--- config.mk ---
export PLATFORM = sky130hd
export DESIGN_NAME = store_unit
export DESIGN_NICKNAME = d
export VERILOG_FILES = /design/src/rtl/store_unit.sv
export SDC_FILE = /design/constraint.sdc
export NUM_CORES = 1
export LEC_CHECK = 0
export ABC_CLOCK_PERIOD_IN_PS = 7550
export CAP_MARGIN = 20
export CORE_ASPECT_RATIO = 1.4
export CORE_UTILIZATION = 40
export DETAILED_ROUTE_END_ITERATION = 8
export DONT_BUFFER_PORTS = 1
export PLACE_DENSITY = 0.59
export SYNTH_ARGS = -nofsm -noshare
export SYNTH_HDL_FRONTEND = slang
export SYNTH_SLANG_ARGS = --single-unit
--- constraint.sdc ---
create_clock -name clk -period 7.55 [get_ports clk]
set_input_delay 1.51 -clock clk [delete_from_list [all_inputs] [get_ports clk]]
set_output_delay 1.51 -clock clk [all_outputs]
set_load 0.005 [all_outputs]
--- src/rtl/store_unit.sv ---
// store_unit: in-order store buffer between the EX/MEM register and data memory.
// Latency: a store accepted on edge N is presented on DM_* in cycle N+1; there is no combinational bypass.
// Backpressure: DM_ready=0 holds the head write stable. full=1 stalls the pipeline, and stores presented while full are ignored.
//
// Ports:
//   clk, rst      - single clock; synchronous active-high reset
//   XM_swFlag     - store request; XM_size (00 byte, 01 half, 10 word, 11 illegal)
//   ALUout        - byte address of the store or of the load
//   XM_MD         - right-justified store data
//   XM_lwFlag     - load in MEM this cycle; ld_hit flags a match against a pending store
//   full          - buffer holds DEPTH entries
//   err_misalign  - a store was rejected as misaligned or illegal on the previous edge
//   DM_we/addr/wdata/be, DM_ready - write port to data memory, driven from the head entry
module store_unit #(
  parameter int DEPTH = 4,
  parameter int AW    = 7
) (
  input  logic          clk,
  input  logic          rst,
  input  logic          XM_swFlag,
  input  logic [1:0]    XM_size,
  input  logic [31:0]   ALUout,
  input  logic [31:0]   XM_MD,
  input  logic          XM_lwFlag,
  output logic          full,
  output logic          ld_hit,
  output logic          err_misalign,
  output logic          DM_we,
  output logic [AW-1:0] DM_addr,
  output logic [31:0]   DM_wdata,
  output logic [3:0]    DM_be,
  input  logic          DM_ready
);

  localparam int PW = (DEPTH > 1) ? $clog2(DEPTH) : 1;
  localparam int CW = PW + 1;

  typedef struct packed {
    logic [AW-1:0] addr;
    logic [31:0]   data;
    logic [3:0]    be;
  } entry_t;

  entry_t          buf_q [DEPTH];
  logic [PW-1:0]   wr_ptr;
  logic [PW-1:0]   rd_ptr;
  logic [CW-1:0]   count;

  logic            aligned;
  logic            push;
  logic            pop;
  entry_t          new_entry;
  logic [AW-1:0]   req_waddr;
  logic [DEPTH-1:0] hit_vec;

  // Upper address bits lie outside the data memory and are intentionally dropped.
  logic            unused_alu;
  assign unused_alu = ^ALUout[31:AW+2];

  assign req_waddr = ALUout[AW+1:2];

  always_comb begin
    aligned = 1'b0;
    unique case (XM_size)
      2'b00:   aligned = 1'b1;
      2'b01:   aligned = ~ALUout[0];
      2'b10:   aligned = (ALUout[1:0] == 2'b00);
      default: aligned = 1'b0;
    endcase
  end

  // Lane placement: narrow data is replicated so the enabled lanes always carry it.
  always_comb begin
    new_entry      = '0;
    new_entry.addr = req_waddr;
    unique case (XM_size)
      2'b00: begin
        new_entry.data = {4{XM_MD[7:0]}};
        new_entry.be   = 4'b0001 << ALUout[1:0];
      end
      2'b01: begin
        new_entry.data = {2{XM_MD[15:0]}};
        new_entry.be   = ALUout[1] ? 4'b1100 : 4'b0011;
      end
      default: begin
        new_entry.data = XM_MD;
        new_entry.be   = 4'b1111;
      end
    endcase
  end

  assign full  = (count == CW'(DEPTH));
  // Acceptance looks at full as it stands before any pop on the same edge.
  assign push  = XM_swFlag && !full && aligned;
  assign DM_we = (count != '0);
  assign pop   = DM_we && DM_ready;

  assign DM_addr  = buf_q[rd_ptr].addr;
  assign DM_wdata = buf_q[rd_ptr].data;
  assign DM_be    = buf_q[rd_ptr].be;

  // An entry is live if its distance from the read pointer is below count; the head
  // still counts while popping, and the store being pushed this cycle is not yet stored.
  for (genvar g = 0; g < DEPTH; g++) begin : g_hit
    logic [PW-1:0] off;
    assign off        = PW'(g) - rd_ptr;
    assign hit_vec[g] = ({1'b0, off} < count) && (buf_q[g].addr == req_waddr);
  end

  assign ld_hit = XM_lwFlag && (|hit_vec);

  // Payload carries no reset; only count and pointers decide validity.
  always_ff @(posedge clk) begin
    if (push) begin
      buf_q[wr_ptr] <= new_entry;
    end
  end

  always_ff @(posedge clk) begin
    if (rst) begin
      wr_ptr       <= '0;
      rd_ptr       <= '0;
      count        <= '0;
      err_misalign <= 1'b0;
    end else begin
      // DEPTH is a power of two, so natural pointer overflow wraps DEPTH-1 -> 0.
      if (push) wr_ptr <= wr_ptr + 1'b1;
      if (pop)  rd_ptr <= rd_ptr + 1'b1;
      unique case ({push, pop})
        2'b10:   count <= count + 1'b1;
        2'b01:   count <= count - 1'b1;
        default: count <= count;
      endcase
      // A stalled (full) store will be re-presented, so it is only judged once accepted.
      err_misalign <= XM_swFlag && !full && !aligned;
    end
  end

endmodule

======== Word level (Yosys, flattened, before mapping) ========
Memories as Yosys holds them, arrays and structs flattened. A register that Yosys moved wholly into a read port is not among the register bits.
Cells that the tools add are included.
word-level totals
  bits in registers ....................... 8
  memory bits (writable) .................. 172
  input port bits ......................... 71
  output and inout bits ................... 47
  word-level logic and storage cells ...... 52
  memories kept ........................... 1
operators by class
  add/sub/neg operators ................... 8
  order comparisons ....................... 4
  equality and inequality tests ........... 9
  shift operators ......................... 1
  mux-type cells .......................... 8
  bitwise operators ....................... 1
  reductions and logical operators ........ 16
memory list
  name   words  bits a word  rd ports  clocked after memory_dff  wr ports  RTL line  source
  buf_q  4      43           5         1                         1         44        entry_t buf_q [DEPTH];
operator list
  operator                                             count
  case mux 36 bit (2 select lines)                     1
  equality test 7 bit                                  4
  < comparator 2 x 3 -> 1 bit                          4
  logical AND 1 bit                                    9
  case mux 3 bit (2 select lines)                      1
  adder 2 x 1 -> 2 bit, second input constant          2
  equality test 2 x 1 -> 1 bit, second input constant  2
  equality test 2 bit, second input constant           2
  logical NOT 2 bit                                    2
  2-to-1 mux 2 bit                                     2
  2-to-1 mux 4 bit                                     1
  OR reduction 4 bit                                   1
  left shift 1 x 2 -> 4 bit, first input constant      1
  subtractor 1 x 2 -> 2 bit, first input constant      2
  subtractor 2 bit, first input constant               2
  adder 3 x 1 -> 3 bit, second input constant          1
  equality test 3 bit, second input constant           1
  case mux 1 bit (3 select lines)                      1
  nonzero test 3 bit                                   1
  subtractor 3 x 1 -> 3 bit, second input constant     1
  logical NOT 1 bit                                    2
  2-to-1 mux 1 bit                                     2
  nonzero test 2 bit                                   1
  NOT 1 bit                                            1

======== Longest topological paths before layout ========
Gate-level depths: netlist of run 1.
  depth in word-level cells ............... 6
  gate-level depth with buffers ........... 10
  gate-level depth less buffers ........... 10

======== Worst setup path after synthesis of run 1 ========
OpenSTA, ideal clock, no wires.
  kind .................................... input-to-output
  start ................................... input ALUout[5]
  end ..................................... output ld_hit
  arrival ................................. 2229 ps
  required time ........................... 6040 ps
  path slack .............................. 3811 ps
  stages on the path ...................... 4
  path buffers ............................ 0
  cells stage by stage .................... xor2_1 -> nor4_1 -> o211ai_1 -> a41oi_2
on the way
  word-level cells in the longest chain between the ends .. 4
  elaborated cells between the ends (all ways) .. 10
  classes of those cells .................. eq/ne (4); reduce/logical (6)
ends and longest elaborated chain
  element               RTL line  source
  start: declaration    22        input logic [31:0] ALUout,
  equality test 7 bit   107       assign hit_vec[g] = ({1'b0, off} < count) && (buf_q[g].addr == req_waddr);
  logical AND 1 bit     107
  OR reduction 4 bit *  110       assign ld_hit = XM_lwFlag && (|hit_vec);
  logical AND 1 bit *   110
  end: declaration      26        output logic ld_hit,
Mark *: on every way between the ends. The rest lies on a longest branch, timed or not.

======== Final worst setup path of run 1 ========
Same ends and word-level chain as after synthesis.

==> results of run 1 <==
report_power, final:
part / switching, W / internal (W)
registers: 0.0000879 / 0.00116
clock network: 0.000406 / 0.000477
logic: 0.000172 / 0.000197
final cells by class:
cell class / instances / area (um2)
fillers: 1619 / 10170
multi-input cells: 184 / 2076
repair buffers: 5 / 37.54
well taps: 244 / 305.3
clock buffers: 17 / 425.4
inverters: 11 / 41.29
flip-flops and latches: 182 / 5370
clock inverters: 15 / 181.4
flip-flops by register name, indices dropped and copies added (netlist names), named ones only:
| name | count |
|---|---|
| buf_q | 172 |
| count | 3 |
| rd_ptr | 2 |
| wr_ptr | 2 |
| err_misalign | 1 |
cells by family after synthesis:
group | share of synthesized area (%)
and+or+nand+nor | 2.822
adders and majority gates | 1.749
AOI/OAI and AO/OA | 2.723
DFF | 70.76
xor gates and xnor gates | 3.812
buffers and inverters | 1.931
muxes | 16.20
cell usage in the layout, fill, tap and decap left out, types with 2 or more instances in the layout:
| master | synthesis | final |
|---|---|---|
| a21oi_1 | 8 | 8 |
| and3_2 | 0 | 4 |
| buf_4 | 1 | 5 |
| clkbuf_16 | 0 | 17 |
| clkinv_4 | 0 | 3 |
| clkinv_8 | 0 | 2 |
| dfxtp_1 | 10 | 8 |
| edfxtp_1 | 172 | 172 |
| ha_1 | 9 | 9 |
| inv_1 | 11 | 11 |
| inv_8 | 0 | 7 |
| mux2_2 | 16 | 16 |
| mux2i_1 | 8 | 8 |
| mux4_2 | 43 | 43 |
| nand2_1 | 10 | 10 |
| nand3_1 | 4 | 4 |
| nor2_1 | 8 | 8 |
| nor2b_1 | 2 | 2 |
| nor3_1 | 5 | 5 |
| nor4_1 | 4 | 4 |
| o211ai_1 | 3 | 3 |
| o21ai_0 | 10 | 10 |
| o21ai_1 | 2 | 2 |
| o21bai_1 | 4 | 4 |
| xnor2_1 | 3 | 3 |
| xor2_1 | 30 | 30 |
layer usage:
layer / routed length [um] / vias up / track usage [%]
met3: 906 / 11 / 5.767
met1: 5673 / 1830 / 17.68
met4: 129 / 0 / 6.177
met5: 0 / - / 0
met2: 7866 / 100 / 28.48
li1: - / 1587 / -
path summary, 6_finish.rpt:
check | startpoint | to | slack [ns] | cells after the start
hold / removal | wr_ptr[0] | wr_ptr[0] | 0.55 | 2
hold reg to reg | wr_ptr[0] | wr_ptr[0] | 0.55 | 2
setup / recovery | ALUout[5] | ld_hit | 3.57 | 4
setup reg to reg | count[2] | count[2] | 5.09 | 10
worst register-to-register path: cells and delay by family, from the launching register on:
kind	cells	cell delay (ns)
simple gates	4	0.94
fa+ha+maj	2	0.55
flops	1	0.48
xor+xnor	1	0.16
compound gates	1	0.14
buf+inv	2	0.12
through the flow:
stage / cells / worst slack, ns / total power (W)
detailed placement: 626 / 3.566 / 0.001655
global route: 658 / 3.476 / 0.002613
global placement: 626 / 3.529 / 0.001644
CTS: 658 / 3.548 / 0.002539
floorplan: 393 / 3.811 / 0.001567
finish: 658 / 3.568 / 0.002501
==> metrics, run 1 <==
worst skew pair latency 0.43 ns; drt total wl 14.58 mm; Synth Flop Type edfxtp_1; Synth Register Bits 182; Tot GR Track Use 16.09%; Cell variety after synth 36; HP Class flop to flop; post-synth design cell area 7582 um2; final net count around 480; hold slack 0.5456 ns; Die Ht 164.9 um; via count around 3500; fraction of layout cells with a size suffix above 1 25.60%; area leader, netlist edfxtp_1; Mapped Nets ~470; die width 118.4 um; initial antenna violation count 0; Antenna Cells 0; FFs w/ async S/R, synth 0%; Mapped Cells 393; Worst EP required just over 6 ns; power per cell area 296.4 nW/um2; register area share after synthesis 70.76%; IO Port Bufs 0; EDFF count, synth 172; residual DRC count 0; DRT Pass-1 Iters 4; Peak VDD IR 0.1552 mV; grt total ovfl 0; Crit path buffers/inverters 0; fin. max-slew vios 0; area share of the leading cell type in the synthesized netlist between 60% and 70%; CTS sink count 182; status complete, no violations; core area ~19000 um2; Iter 0 DRT Violations 197; Setup TNS 0 ns; vias in the first global route roughly 3800; largest net degree at the start of global routing 44; CP max FO 8; f_max about 250 MHz; count leader, synth edfxtp_1; DRT antenna net count 0; Slew HR between 30% and 40%; Final Core Density 45.35%; Clock Skew 0.009125 ns; Core Rows 59; hold buffer count at cts 0; wire per inst roughly 22 um; Starting Density 40.76%; commonest cells in the netlist 172 x edfxtp_1, 43 x mux4_2, 30 x xor2_1; Startpoint Class input port; post-CTS sizing 0; CP max stage cell nor4_1; Area Growth Syn to Fin 11.27%; Leak Pwr about 2.7 nW; total clock buffers created by CTS 17; first-pass GRT wire length 22.22 mm; cell breakdown of the critical path xor2_1 -> nor4_1 -> o211ai_1 -> a41oi_2; DR vias/cell about 5.4; CP top delay family compound AO/OA/AOI/OAI gates; Critical Path End Type primary output; CTS H-Tree Depth 4; Max Cap Viol 0; Worst path max stage delay approximately 0.4 ns; gpl congestion 0.7820; Yosys Warn Count 0; syn avg cell area about 19 um2; clock tree buffer depth 2; final hold vios 0; critical path type input port to primary output; boundary pin count 118; Clock Root Buffer clkbuf_16; CTS tree done; ranking of synthesized cells by area edfxtp_1 68%, mux4_2 13%, xor2_1 3.5%; Post-CTS Setup Inserts 0; final setup fails 0; Arr. time, crit path 2.47 ns; fin area 8437 um2; die area 19520 um2; unrepaired setup endpoints after global routing false; Clk pin slew, worst setup/hold paths 0.07 ns; fin crit share 52.74%; Slew @ Worst Pin 0.9358 ns; placed inst area 7830 um2; Tmin final 3.982 ns; Final HPWL DP 9.047 mm
No activity file was read; power rests on OpenSTA's default activity.
==> run 2: changes to the inputs <==
--- a/config.mk
+++ b/config.mk
@@ -5,7 +5,7 @@
 export SDC_FILE = /design/constraint.sdc
 export NUM_CORES = 1
 export LEC_CHECK = 0
-export ABC_CLOCK_PERIOD_IN_PS = 7550
+export ABC_CLOCK_PERIOD_IN_PS = 3900
 export CAP_MARGIN = 20
 export CORE_ASPECT_RATIO = 1.4
 export CORE_UTILIZATION = 40
==> constraint.sdc (replaced) <==
create_clock -name clk -period 3.9 [get_ports clk]
set_input_delay 0.78 -clock clk [delete_from_list [all_inputs] [get_ports clk]]
set_output_delay 0.78 -clock clk [all_outputs]
set_load 0.005 [all_outputs]
==> run 2 against run 1 <==
Net effect:
- utilization is essentially flat
- sequential power increased by 93%
- critical path depth decreased by 3
- hold slack got worse by 0.14 ns
- setup slack lost 2.5 ns
- sequential share of layout area fell by 0.057 points
- critical path type is now flop to primary output
==> metrics, run 2 (synthesis gave the netlist of run 1 again) <==
Leak Pwr ~2.7 nW; first-pass GRT wire length 22.74 mm; Final HPWL DP 9.467 mm; Crit path buffers/inverters 0; CP top delay family flip-flops; die area ~20000 um2; Setup TNS 0 ns; commonest non-fill, non-tap cell in the layout edfxtp_1; worst skew pair latency 0.43 ns; placed inst area 7838 um2; fraction of layout cells with a size suffix above 1 between 20% and 30%; grt total ovfl 0; DRT met1 WL ~5.6 mm; IO Port Bufs 0; Tmin final 2.835 ns; Peak VDD IR about 0.31 mV; DRT antenna net count 0; DR vias/cell around 5.3; hold buffer count at cts 0; top flop regs buf_q x172, count x3; initial antenna violation count 0; Starting Density 40.76%; Arr. time, crit path 2.06 ns; clock tree buffer depth 2; die width 118.4 um; cell breakdown of the critical path mux4_2; final setup fails 0; via count ~3500; power per cell area 570.1 nW/um2; top layer in use met4; gpl congestion about 0.77; Startpoint Class flop; Clock Skew 0.006655 ns; core area ~19000 um2; post-CTS sizing 0; Largest register FFs 172; CP max FO 43; unrepaired setup endpoints after global routing false; Iter 0 DRT Violations 175; placed insts 627; Clk pin slew, worst setup/hold paths 0.07 ns; met3 WL 1.069 mm; HP Class input port to flop; residual DRC count 0; fin crit share between 70 and 80%; fin. max-slew vios 0; Core Rows slightly below 60; Slew @ Worst Pin 0.9040 ns; Clock Root Buffer clkbuf_16; final hold vios 0; fin area 8444 um2; Worst EP required roughly 3.1 ns; CTS sink count 182; wire per inst 22.39 um; Slew HR 39.73%; largest net degree at the start of global routing 44; CTS H-Tree Depth 4; critical path type flop to primary output; Tot GR Track Use 16.49%; Critical Path End Type primary output; Die Ht 164.9 um; Post-CTS Setup Inserts 0; CTS tree done; boundary pin count 118; status complete, no violations; Area Growth Syn to Fin 11.37%; DRT Pass-1 Iters 4; final net count about 480; vias in the first global route 3806; most frequent cells in the layout 172 x edfxtp_1, 43 x mux4_2, 30 x xor2_1; f_max 352.7 MHz; CP max stage cell dfxtp_4; drt total wl 14.78 mm; total clock buffers created by CTS 17; Layout Cells excl Fill 660; DR WL met2 7.799 mm; Worst path max stage delay around 0.94 ns; most flop-heavy register buf_q; Max Cap Viol 0
-- run 2: cell types whose count changed in the layout (fill, tap and decap cells not counted), sizes merged --
cell,before,now
buf,5,6
clkinv,6,8
inv,19,18
diode,0,1
bufinv,1,0
-- run 2: cell type report --
type,instances,area [um2]
antenna,1,2.502
inverter,11,41.29
fill,1653,10160
clock buffer,17,425.4
clock inverter,15,178.9
tap,244,305.3
timing repair buffer,6,45.04
multi-input combinational,184,2076
sequential,182,5370
-- run 2: worst paths after layout --
check | startpoint | to | slack, ns | depth (start not counted)
max | flop | DM_wdata[25] | 1.06 | 1
min | rst | flop | 0.41 | 1
max reg2reg | count[2] | count[2] | 1.44 | 10
min reg2reg | wr_ptr[1] | wr_ptr[1] | 0.55 | 2
-- run 2: metal layers --
metal  up-vias  global-route usage (%)
met5         -                       0
met2       110                   29.04
met3        19                   6.354
met4         0                   6.294
li1       1588                       -
met1      1795                   17.94
-- run 2: stage by stage --
stage | hold WS (ns) | util [%] | power [W] | setup slack [ns]
after floorplan | 0.4884 | - | 0.003033 | 1.202
after global placement | 0.4957 | 42.13 | 0.003182 | 1.257
after detailed placement | 0.5397 | 42.13 | 0.003206 | 1.249
after CTS | 0.3854 | 45.38 | 0.004888 | 0.9417
after global routing | 0.3872 | 45.38 | 0.005021 | 0.8771
final | 0.4087 | 45.39 | 0.004814 | 1.065
-- run 2: power breakdown --
part           internal [W]  total, W  switching (W)
Combinational      0.000383  0.000718       0.000335
Sequential          0.00225   0.00241       0.000164
Clock              0.000867   0.00169       0.000819
Total               0.00350   0.00481        0.00132
